File: src/rtl/loader_pkg.sv
// Shared types and constants for the boot-time program loader.
package loader_pkg;

  typedef enum logic [2:0] {
    ST_IDLE,
    ST_HDR0,
    ST_HDR1,
    ST_DATA,
    ST_CSUM,
    ST_RUN,
    ST_ERROR
  } state_t;

  localparam int unsigned HDR_BYTES = 2;
  localparam int unsigned LANES     = 4;
  localparam int unsigned LANE_W    = $clog2(LANES);
  localparam int unsigned WORD_W    = LANES * 8;
  localparam int unsigned N_W       = HDR_BYTES * 8;

  // States in which the loader is consuming the byte stream.
  function automatic logic is_loading(input state_t s);
    return (s == ST_HDR0) || (s == ST_HDR1) || (s == ST_DATA) || (s == ST_CSUM);
  endfunction

endpackage

File: src/rtl/program_loader_word_packer.sv
// Packs accepted bytes little-endian into 32-bit words; flags the completing byte.
module word_packer
  import loader_pkg::*;
(
  input  logic              clk,
  input  logic              rst,
  input  logic [7:0]        data,
  input  logic              accept,
  input  logic              clear,
  output logic [WORD_W-1:0] word_c,
  output logic              word_ready_c
);

  logic [LANE_W-1:0] lane;
  logic [WORD_W-1:0] pack;

  // Shift right so the first byte of a word ends up in bits [7:0].
  always_ff @(posedge clk) begin
    if (rst || clear) begin
      lane <= '0;
      pack <= '0;
    end else if (accept) begin
      lane <= lane + LANE_W'(1);
      pack <= {data, pack[WORD_W-1:8]};
    end
  end

  assign word_ready_c = accept && (lane == LANE_W'(LANES - 1));
  assign word_c       = {data, pack[WORD_W-1:8]};

endmodule

File: src/rtl/program_loader.sv
// Loads a length-prefixed, checksummed byte stream into instruction memory and
// holds the CPU in reset until a load completes with a matching checksum.
module program_loader
  import loader_pkg::*;
#(
  parameter int unsigned ADDR_W  = 10,
  parameter int unsigned TIMEOUT = 1000000
) (
  input  logic              CLK,
  input  logic              RST,
  input  logic              start_i,
  input  logic [7:0]        rx_data_i,
  input  logic              rx_valid_i,
  output logic              rx_ready_o,
  output logic              imem_we_o,
  output logic [ADDR_W-1:0] imem_addr_o,
  output logic [31:0]       imem_wdata_o,
  output logic              cpu_rst_o,
  output logic              done_o,
  output logic              error_o
);

  localparam int unsigned DEPTH = 2 ** ADDR_W;
  localparam int unsigned IDX_W = ADDR_W + 1;
  localparam int unsigned CMP_W = N_W + 1;
  localparam int unsigned TMO_W = $clog2(TIMEOUT + 1);

  state_t            state, state_n;
  logic [IDX_W-1:0]  idx, idx_n;
  logic [N_W-1:0]    n_cnt, n_n, n_new;
  logic [7:0]        csum, csum_n;
  logic [TMO_W-1:0]  tmo, tmo_n;
  logic              rx_ready_n, we_n, cpu_rst_n, done_n, error_n;
  logic [ADDR_W-1:0] addr_n;
  logic [31:0]       wdata_n;

  logic              accept;
  logic              loading;
  logic              start_load;
  logic              pack_accept;
  logic [WORD_W-1:0] word;
  logic              word_ready;

  assign accept      = rx_valid_i && rx_ready_o;
  assign loading     = is_loading(state);
  assign pack_accept = accept && (state == ST_DATA);

  word_packer u_packer (
    .clk          (CLK),
    .rst          (RST),
    .data         (rx_data_i),
    .accept       (pack_accept),
    .clear        (start_load),
    .word_c       (word),
    .word_ready_c (word_ready)
  );

  always_ff @(posedge CLK) begin
    if (RST) begin
      state        <= ST_IDLE;
      idx          <= '0;
      n_cnt        <= '0;
      csum         <= '0;
      tmo          <= '0;
      rx_ready_o   <= 1'b0;
      imem_we_o    <= 1'b0;
      imem_addr_o  <= '0;
      imem_wdata_o <= '0;
      cpu_rst_o    <= 1'b1;
      done_o       <= 1'b0;
      error_o      <= 1'b0;
    end else begin
      state        <= state_n;
      idx          <= idx_n;
      n_cnt        <= n_n;
      csum         <= csum_n;
      tmo          <= tmo_n;
      rx_ready_o   <= rx_ready_n;
      imem_we_o    <= we_n;
      imem_addr_o  <= addr_n;
      imem_wdata_o <= wdata_n;
      cpu_rst_o    <= cpu_rst_n;
      done_o       <= done_n;
      error_o      <= error_n;
    end
  end

  always_comb begin
    state_n    = state;
    idx_n      = idx;
    n_n        = n_cnt;
    n_new      = {rx_data_i, n_cnt[7:0]};
    csum_n     = csum;
    tmo_n      = tmo;
    we_n       = 1'b0;
    addr_n     = imem_addr_o;
    wdata_n    = imem_wdata_o;
    start_load = 1'b0;

    // Idle-cycle counter; saturates so it never wraps past the limit.
    if (loading) begin
      if (accept)
        tmo_n = '0;
      else if (tmo != TMO_W'(TIMEOUT))
        tmo_n = tmo + TMO_W'(1);
    end

    case (state)
      ST_IDLE, ST_RUN, ST_ERROR: begin
        if (start_i) start_load = 1'b1;
      end
      ST_HDR0: begin
        if (accept) begin
          n_n     = {n_cnt[N_W-1:8], rx_data_i};
          state_n = ST_HDR1;
        end
      end
      ST_HDR1: begin
        if (accept) begin
          n_n = n_new;
          if (CMP_W'(n_new) > CMP_W'(DEPTH))
            state_n = ST_ERROR;
          else if (n_new == '0)
            state_n = ST_CSUM;
          else
            state_n = ST_DATA;
        end
      end
      ST_DATA: begin
        if (accept) csum_n = csum ^ rx_data_i;
        if (word_ready) begin
          we_n    = 1'b1;
          addr_n  = idx[ADDR_W-1:0];
          wdata_n = word;
          idx_n   = idx + IDX_W'(1);
          if (CMP_W'(idx) + CMP_W'(1) == CMP_W'(n_cnt)) state_n = ST_CSUM;
        end
      end
      ST_CSUM: begin
        if (accept) state_n = (rx_data_i == csum) ? ST_RUN : ST_ERROR;
      end
      default: state_n = ST_IDLE;
    endcase

    if (loading && !accept && (tmo_n == TMO_W'(TIMEOUT))) begin
      state_n = ST_ERROR;
      we_n    = 1'b0;
    end

    if (start_load) begin
      state_n = ST_HDR0;
      idx_n   = '0;
      csum_n  = '0;
      tmo_n   = '0;
    end

    // Ready is withheld on the write cycle so a write never overlaps an accept.
    rx_ready_n = is_loading(state_n) && !we_n;
    cpu_rst_n  = (state_n != ST_RUN);
    done_n     = (state_n == ST_RUN);
    error_n    = (state_n == ST_ERROR);
  end

endmodule
File: config.mk
export PLATFORM = sky130hd
export DESIGN_NAME = program_loader
export DESIGN_NICKNAME = d
export VERILOG_FILES = /design/src/rtl/loader_pkg.sv /design/src/rtl/program_loader_word_packer.sv /design/src/rtl/program_loader.sv
export SDC_FILE = /design/constraint.sdc
export NUM_CORES = 1
export LEC_CHECK = 0
export CELL_PAD_IN_SITES_DETAIL_PLACEMENT = 0
export CELL_PAD_IN_SITES_GLOBAL_PLACEMENT = 1
export CORE_ASPECT_RATIO = 1.5
export CORE_UTILIZATION = 39
export CTS_CLUSTER_DIAMETER = 120
export DETAILED_ROUTE_END_ITERATION = 16
export HOLD_SLACK_MARGIN = 0.1
export PLACE_DENSITY = 0.73
export SYNTH_ARGS = -nofsm -noshare
export SYNTH_HDL_FRONTEND = slang
export SYNTH_SLANG_ARGS = --single-unit
export TNS_END_PERCENT = 5
File: constraint.sdc
create_clock -name CLK -period 2.7 [get_ports CLK]
set_input_delay 0.405 -clock CLK [delete_from_list [all_inputs] [get_ports CLK]]
set_output_delay 0.405 -clock CLK [all_outputs]
set_load 0.02 [all_outputs]
Word level (Yosys, flattened, before mapping)

Cells that the tools add are included.

Equal/unequal tests: 18
Reductions and logical operators: 23
Add/subtract/negate cells: 4
Bitwise gates (word level): 3
Multiplexer cells: 22
$lt $le $gt $ge: 1

Operator list:

| operator                | number |
|---|---|
| $mux W20                | 3 |
| $pmux W16 S2            | 1 |
| $mux W3                 | 9 |
| $add A20 B1 Y20 const B | 1 |
| $eq A20 B20 Y1 const B  | 1 |
| $ne A20 B20 Y1 const B  | 1 |
| $eq A3 B3 Y1 const B    | 6 |
| $eq A12 B16 Y1          | 1 |
| $gt A16 B11 Y1 const B  | 1 |
| $logic_not A16 Y1       | 1 |
| $mux W16                | 1 |
| $pmux W3 S5             | 1 |
| $add A11 B1 Y12 const B | 1 |
| $eq A3 B2 Y1 const B    | 4 |
| $add A11 B1 Y11 const B | 1 |
| $eq A8 B8 Y1            | 1 |
| $mux W8                 | 1 |
| $xor A8 B8 Y8           | 1 |
| $logic_or A1 B1 Y1      | 7 |
| $eq A3 B1 Y1 const B    | 2 |
| $logic_and A1 B1 Y1     | 6 |
| $reduce_and A3 Y1       | 2 |
| $mux W1                 | 5 |
| $reduce_and A2 Y1       | 2 |
| 9 further kinds         | 11 |

Bits of input ports: 12
Logic and storage cells: 86
Output and inout port bits: 47
Flip-flop bits (word level): 139

Depth between registers and ports, before layout

Gate-level depths: netlist (run 1).

Depth after elaboration: 14
Mapped depth: 11
Gate-level depth less buffers: 10

Modules after synthesis

From an unflattened synthesis (run 1), not the netlist that was laid out.

Cell total of the unflattened synthesis: 775
Area total of the unflattened synthesis: 6259.8 um^2

By module, submodules not included:

| module         | seq. area each (um^2) | area each (um^2) | instances | cells an instance |
|---|---|---|---|---|
| program_loader | 2102.0                | 5220.0           | 1         | 680 |
| word_packer    | 520.5                 | 1039.7           | 1         | 95 |

Least setup slack after synthesis (run 1)

No wires, ideal clock.

Path kind: register -> register
From: register tmo[0]
To: register error_o
Required time: 2642 ps
Setup time: 58 ps
Path buffers: 0
Path slack: 221 ps
Data arrival time: 2420 ps
Clock period less this slack: 2479 ps
Cell stages (with the launch flop): 11
Path through: dfxtp_1 > inv_1 > ha_1 > or4b_1 > nor4_2 > nand4_2 > or3_1 > a211oi_2 > nand3_2 > nor4_4 > o21a_1

Longest elaborated chain between the ends: 9
Elaborated cells between the ends (all ways): 10
Classes of those cells: add/sub: 1; eq/ne: 3; mux: 5; reduce/logical: 1

RTL lines:

| item                                                     | RTL line                                     | source |
|---|---|---|
| from (decl)                                              | program_loader.sv:32                         | `logic [TMO_W-1:0] tmo, tmo_n;` |
| from (signal assigned)                                   | program_loader.sv:77                         | `tmo <= tmo_n;` |
| $add A20 B1 Y20 / $ne A20 B20 Y1 (equally long branches) | program_loader.sv:105, program_loader.sv:104 |  |
| $mux W20                                                 | program_loader.sv:104                        | `else if (tmo != TMO_W'(TIMEOUT))` |
| $mux W20                                                 | program_loader.sv:102                        | `if (accept)` |
| $mux W20 (*)                                             | program_loader.sv:101                        | `if (loading) begin` |
| $eq A20 B20 Y1 (*)                                       | program_loader.sv:145                        | `if (loading && !accept && (tmo_n == TMO_W'(TIMEOUT))) begin` |
| $logic_and A1 B1 Y1 (*)                                  | program_loader.sv:145                        |  |
| $mux W3 (*)                                              | program_loader.sv:145                        |  |
| $mux W3 (*)                                              | program_loader.sv:150                        | `if (start_load) begin` |
| $eq A3 B3 Y1 (*)                                         | program_loader.sv:161                        | `error_n = (state_n == ST_ERROR);` |
| to (signal assigned)                                     | program_loader.sv:84                         | `error_o <= error_n;` |
| to (decl)                                                | program_loader.sv:20                         | `output logic error_o` |

Mark *: on every way between the ends. The rest lies on a longest branch, timed or not.
A chain may end at the register's enable or synchronous reset.

Worst setup path after layout (run 1)

From: input port rx_data_i[0]
To: register rx_ready_o

Longest elaborated chain between the ends: 12
Elaborated cells between the ends (all ways): 19
Classes of those cells: order compare: 1; eq/ne: 5; mux: 8; reduce/logical: 5

RTL lines:

| item                                                   | RTL line              | source |
|---|---|---|
| from (decl)                                            | program_loader.sv:12  | `input logic [7:0] rx_data_i,` |
| branches (longest 4 deep; another with $gt A16 B11 Y1) | -                     |  |
| $pmux W3 S5 (*)                                        | program_loader.sv:108 | `case (state)` |
| $mux W3 (*)                                            | program_loader.sv:145 |  |
| $mux W3 (*)                                            | program_loader.sv:150 |  |
| $eq A3 B1 Y1 / $eq A3 B2 Y1 (equally long branches)    | loader_pkg.sv:22      | `return (s == ST_HDR0) \|\| (s == ST_HDR1) \|\| (s == ST_DATA) \|\| (s == ST_CSUM);` |
| $logic_or A1 B1 Y1 (2 in series)                       | loader_pkg.sv:22      |  |
| $logic_or A1 B1 Y1 (*)                                 | loader_pkg.sv:22      |  |
| $logic_and A1 B1 Y1 (*)                                | program_loader.sv:158 | `rx_ready_n = is_loading(state_n) && !we_n;` |
| to (signal assigned)                                   | program_loader.sv:78  | `rx_ready_o <= rx_ready_n;` |
| to (decl)                                              | program_loader.sv:14  | `output logic rx_ready_o,` |

Every way passes the cells marked *.

==> impl_metrics.ini, run 1 <==
[finish]
multi_input_area_um2 = 3050
fin_nets = 839
antennaDiodeCount = 0
fill_cells = 1469
regArea_um2 = 2630
post-route-util_pct = 51.3
drive_gt1_share_pct = 12.2
mostFrequentLayoutCell = nand2_1
syn_to_final_growth_pct = 27.5
final_cell_mix = nand2_1, dfxtp_1, a21oi_1

[pwr]
switching_power_mw = 1.10
power_frac_seq_pct = 43.0
p_clk_share_pct = 52.1
p_int_mw = 3.44
fin_total_pwr_mw = 4.54
pwr_density_cell_nw_per_um2 = 604
peakVddDrop_uv = 365
power.leakage_nw = 2.57
switching_share_pct = 24.3
power_frac_comb_pct = 4.9

[clock_network]
holdBufCountCts = 0
clock-sinks = 131
cts_root_buf = clkbuf_16
cts_buffers = 17
cts_tree = yes
clk_pin_slew_ps = 60
clk_path_buf_depth = 2
htreeDepth = 4
clk_latency_ps = 420

[logic_synthesis]
ys_types = 59
synthArstFlopShare_pct = 0
synth_edf_count = 0
syn_area_per_cell_um2 = 7.87
synth_flop_cell = dfxtp_1
synth_warnings = 0
ys_ff_latch = 131
synth_cells = 749
ys_seq_area_share_pct = 44.5
syn_area_um2 = 5900
syn_nets = 765

[job]
maxCapViolCount = 0

[floorplan]
dieArea_um2 = 15600
row_count = 54
io_pins = 59
die_h_um = 153
die_w_um = 102
core_area_um2 = 14700
start_util_pct = 40.2

[global_routing]
grt_pass1_wl_um = 27000
grt_max_degree = 49
grt_pass1_vias = 5425
grt_use_total_pct = 22.4
gr-total-overflow = 0
antenna_found_initial = 0

[routing]
wirelength_um = 16300
drc = 0
num_vias = 5461
drtIter0Drc = 256
wl_per_cell_um = 15.8
vias_per_cell = 5.29
drtPass1Iterations = 4
postRouteAntennaNets = 0

[critical_path]
cp-start-kind = input port
critPathArrivalTime_ps = 2910
crit_path_end_kind = flip-flop
crit_type = input port to flip-flop
critPathMaxFanout = 4
crit_required_ps = 2990

[sta]
hold_ws_ps = 392
max_slew_margin_pct = 63.6
rsz0062_at_grt = no
tightest_slew_ps = 547
period_needed_ps = 2610
fin_crit_sh_pct = 96.8
setup_ws_ps = 86.7
hold_viol = 0
setup_viol_count_final = 0
fmax_ghz = 0.383
maxSlewViolCount = 0
finalClockSkew_ps = 10.2
fin_tns_setup_ps = 0

[placement]
gp_congestion = 0.877
numPortBuffers = 58
dp_slack_ps = -301
hpwl_um = 11700

[hold_path]
hold_class = input port to flip-flop

[run_status]
outcome = complete, no violations
area by class of cell:
| cell class | count | area share (%) |
|---|---|---|
| Inverter | 9 | 0.449 |
| Clock inverter | 14 | 2.20 |
| Tap cell | 196 | 3.26 |
| Multi-Input combinational cell | 558 | 40.5 |
| Sequential cell | 131 | 34.9 |
| Timing Repair Buffer | 106 | 12.8 |
| Clock buffer | 18 | 5.84 |
synthesized netlist by cell type, drive strengths merged, types with 4 or more instances:
master,n,area (µm²)
nand2,190,713
dfxtp,131,2620
a21oi,95,475
nor2,55,206
clkbuf,38,143
nand3,33,170
xnor2,30,263
xor2,27,236
buf,13,57.6
nor4,11,90.1
and3,10,63.8
nand4,10,68.8
inv,9,33.8
o21ai,9,45.0
and2,7,45.1
and4,7,61.3
nand2b,5,31.3
nor3,5,25.0
or4,5,37.5
a31oi,4,25.0
ha,4,50.1
o21a,4,30.0
or3,4,25.0
state kept, by name, summed over array words and instances, names as in the netlist:
register	count
tmo	20
n_cnt	16
csum	8
cpu_rst_o	1
u_packer.pack	24
rx_ready_o	1
imem_addr_o	10
imem_wdata_o	32
state	3
done_o	1
idx	11
u_packer.lane	2
imem_we_o	1
error_o	1
per-stage QoR:
stage	instances	instance area (µm²)
2_1_floorplan	749	5900
3_3_place_gp	998	6890
3_5_place_dp	998	6890
4_1_cts	1030	7490
5_1_grt	1032	7520
6_report	1032	7520
layer usage:
metal | track usage (%) | vias up | wire length (µm)
li1 | - | 2696 | -
met1 | 25.5 | 2608 | 6640
met2 | 39.5 | 127 | 8710
met3 | 3.94 | 30 | 504
met4 | 10.4 | 0 | 467
met5 | 0 | - | 0
worst max-delay path, cell delays in order:
cell and delay (ps):
clkdlybuf4s50_1 420, or4_1 560, nor4_1 260, buf_4 180, xnor2_1 110, nand2_1 90, a22o_1 240, or2_2 330
nor4_1 220, nor4_1 90
path summary, 6_finish.rpt:
check / slack [ps] / depth (start not counted) / end / from
setup / recovery: 90 / 10 / rx_ready_o$_SDFF_PP0_ / rx_data_i[0]
hold / removal: 390 / 3 / state[2]$_SDFF_PP0_ / RST
setup reg to reg: 110 / 9 / rx_ready_o$_SDFF_PP0_ / n_cnt[2]$_SDFFE_PP0P_
hold reg to reg: 450 / 2 / imem_addr_o[7]$_SDFFE_PP0P_ / imem_addr_o[7]$_SDFFE_PP0P_
kinds of logic after synthesis:
kind of cell	share of synthesized area, %
adders and majority gates	0.849
DFF	44.5
muxes	0.721
buffers and inverters	3.97
AOI/OAI and AO/OA	13.9
and+or+nand+nor	27.7
xor gates and xnor gates	8.47
power groups by stage:
| stage | registers, mW | clock network, mW | logic (mW) |
|---|---|---|---|
| after floorplan | 1.99 | 0 | 0.116 |
| after global placement | 2.00 | 0 | 0.216 |
| after detailed placement | 2.00 | 0 | 0.220 |
| after CTS | 1.95 | 2.41 | 0.221 |
| after global routing | 1.95 | 2.50 | 0.241 |
| final | 1.95 | 2.37 | 0.221 |
timing repair:
item	CTS	global route
gates resized for setup	0	7
buffers inserted	0	2
setup endpoints to repair	0	5
(Power assumes the default switching activity.)
==> run 2, diff against run 1 <==
--- a/config.mk
+++ b/config.mk
@@ -16,4 +16,3 @@
 export SYNTH_ARGS = -nofsm -noshare
 export SYNTH_HDL_FRONTEND = slang
 export SYNTH_SLANG_ARGS = --single-unit
-export TNS_END_PERCENT = 5
==> results of run 2 <==
Same layout as run 1: the final DEF is identical, and so are final timing and power.
==> run 3, diff against run 2 <==
--- a/config.mk
+++ b/config.mk
@@ -8,6 +8,7 @@
 export CELL_PAD_IN_SITES_DETAIL_PLACEMENT = 0
 export CELL_PAD_IN_SITES_GLOBAL_PLACEMENT = 1
 export CORE_ASPECT_RATIO = 1.5
+export CORE_MARGIN = 2
 export CORE_UTILIZATION = 39
 export CTS_CLUSTER_DIAMETER = 120
 export DETAILED_ROUTE_END_ITERATION = 16
==> impl_metrics.ini, run 3 (synthesis results as in run 1) <==
[routing]
drc = 0
drtIter0Drc = 225
wirelength_um = 16200
wl_per_cell_um = 15.6
vias_per_cell = 5.20
drtPass1Iterations = 5
postRouteAntennaNets = 0
num_vias = 5415

[placement]
hpwl_um = 11500
place_inst = 1006
numPortBuffers = 58
place_area_um2 = 6920
gp_congestion = 0.871
dp_slack_ps = -329

[sta]
max_slew_margin_pct = 54.3
setup_ws_ps = 132
setup_viol_count_final = 0
period_needed_ps = 2570
fin_crit_sh_pct = 95.1
maxSlewViolCount = 0
finalClockSkew_ps = 9.75
tightest_slew_ps = 685
fmax_ghz = 0.389
rsz0062_at_grt = yes
hold_viol = 0

[critical_path]
crit_type = flip-flop to flip-flop
r2r-end = state[0]$_SDFF_PP0_
crit_start = tmo[1]$_SDFF_PP0_
rr_worst_depth = 10
r2r-start = tmo[1]$_SDFF_PP0_
reg2reg_setup_slack_ps = 130
critPathArrivalTime_ps = 2830
crit_required_ps = 2960
cp-start-kind = flip-flop
crit_path_end_kind = flip-flop
critPathMaxFanout = 6

[clock_network]
htreeDepth = 4
holdBufCountCts = 0
cts_tree = yes
cts_root_buf = clkbuf_16
clock-sinks = 131
cts_buffers = 17
clk_latency_ps = 410
clk_pin_slew_ps = 60
clk_path_buf_depth = 2

[finish]
fin_nets = 846
syn_to_final_growth_pct = 29.3
reg.largest.list = imem_wdata_o (32), u_packer.pack (24), tmo (20)
largest_register = imem_wdata_o
drive_gt1_share_pct = 13.4
post-route-cell-area_um2 = 7620
final_cell_count_no_fill = 1042
mostFrequentLayoutCell = nand2_1
post-route-util_pct = 51.1
antennaDiodeCount = 0
final_cell_mix = nand2_1, dfxtp_1, a21oi_1
largest_reg_flops = 32

[hold_path]
min_to = error_o$_SDFF_PP0_
hp-start = RST
hold_class = input port to flip-flop
min_path_cells = 4

[run_status]
outcome = complete, no violations

[pwr]
peakVddDrop_uv = 418
pwr_density_cell_nw_per_um2 = 604
fin_total_pwr_mw = 4.61
power.leakage_nw = 2.62

[job]
maxCapViolCount = 0

[global_routing]
grt_pass1_wl_um = 26900
gr-total-overflow = 0
grt_max_degree = 62
grt_use_total_pct = 20.6
grt_pass1_vias = 5377
antenna_found_initial = 0

[floorplan]
dieArea_um2 = 16100
die_h_um = 155
row_count = 55
start_util_pct = 39.5
io_pins = 59
die_w_um = 104
core_area_um2 = 14900
[run 3: changes by cell type in the layout (fill, tap and decap cells not counted), sizes merged]
cell | previous run | this run
bufinv | 2 | 4
clkinvlp | 2 | 4
clkbuf | 18 | 19
inv | 16 | 11
buf | 49 | 56
[run 3: layout make-up]
class                           instances  area, µm²
Fill cell                            1477       7310
Multi-Input combinational cell        558       3090
Sequential cell                       131       2630
Timing Repair Buffer                  113       1000
Clock buffer                           19        433
Tap cell                              199        249
Clock inverter                         13        183
Inverter                                9       36.3
[run 3: layer usage]
layer	wire length, µm	share of wire [%]	up-vias	global-route usage [%]
li1	-	-	2707	-
met5	0	0	-	0
met1	6920	43	2596	23.3
met3	405	2.5	14	2.78
met2	8680	53	98	38.7
met4	240	1.5	0	7.92
[run 3: power breakdown]
group	leakage, nW	internal (mW)	switching [mW]
registers	1.06	1.94	0.0129
clock network	0.290	1.55	0.873
logic	1.27	0.0954	0.139
total	2.62	3.58	1.03
[run 3: critical path: stages, from the launching register on]
cell and delay (ps):
dfxtp_4 370, inv_2 60, ha_4 100, or4b_4 460, nor4_4 150, nand4_2 110
or3_4 340, a211oi_2 200, nand3_2 120, nor4_4 410, nor3_1 90
[run 3: worst max path at each step]
stage | end | slack, ps | depth (start not counted)
after global routing | state[1]$_SDFF_PP0_ | -30 | 10
after global placement | rx_ready_o$_SDFF_PP0_ | -210 | 10
after detailed placement | rx_ready_o$_SDFF_PP0_ | -330 | 11
final | state[0]$_SDFF_PP0_ | 130 | 10
after floorplan | error_o$_SDFF_PP0_ | 220 | 10
after CTS | rx_ready_o$_SDFF_PP0_ | 20 | 10
[run 3: through the flow]
stage	hold WS [ps]	TNS (ps)
floorplan	432	0
global placement	443	-689
detailed placement	446	-831
CTS	434	0
global route	470	-116
finish	445	0
[run 3: timing repair]
| item | CTS | global route |
|---|---|---|
| setup endpoints to repair | 0 | 5 |
| endpoints found under the hold margin | 0 | 0 |
| setup buffers | 0 | 4 |
| gates resized for setup | 0 | 17 |
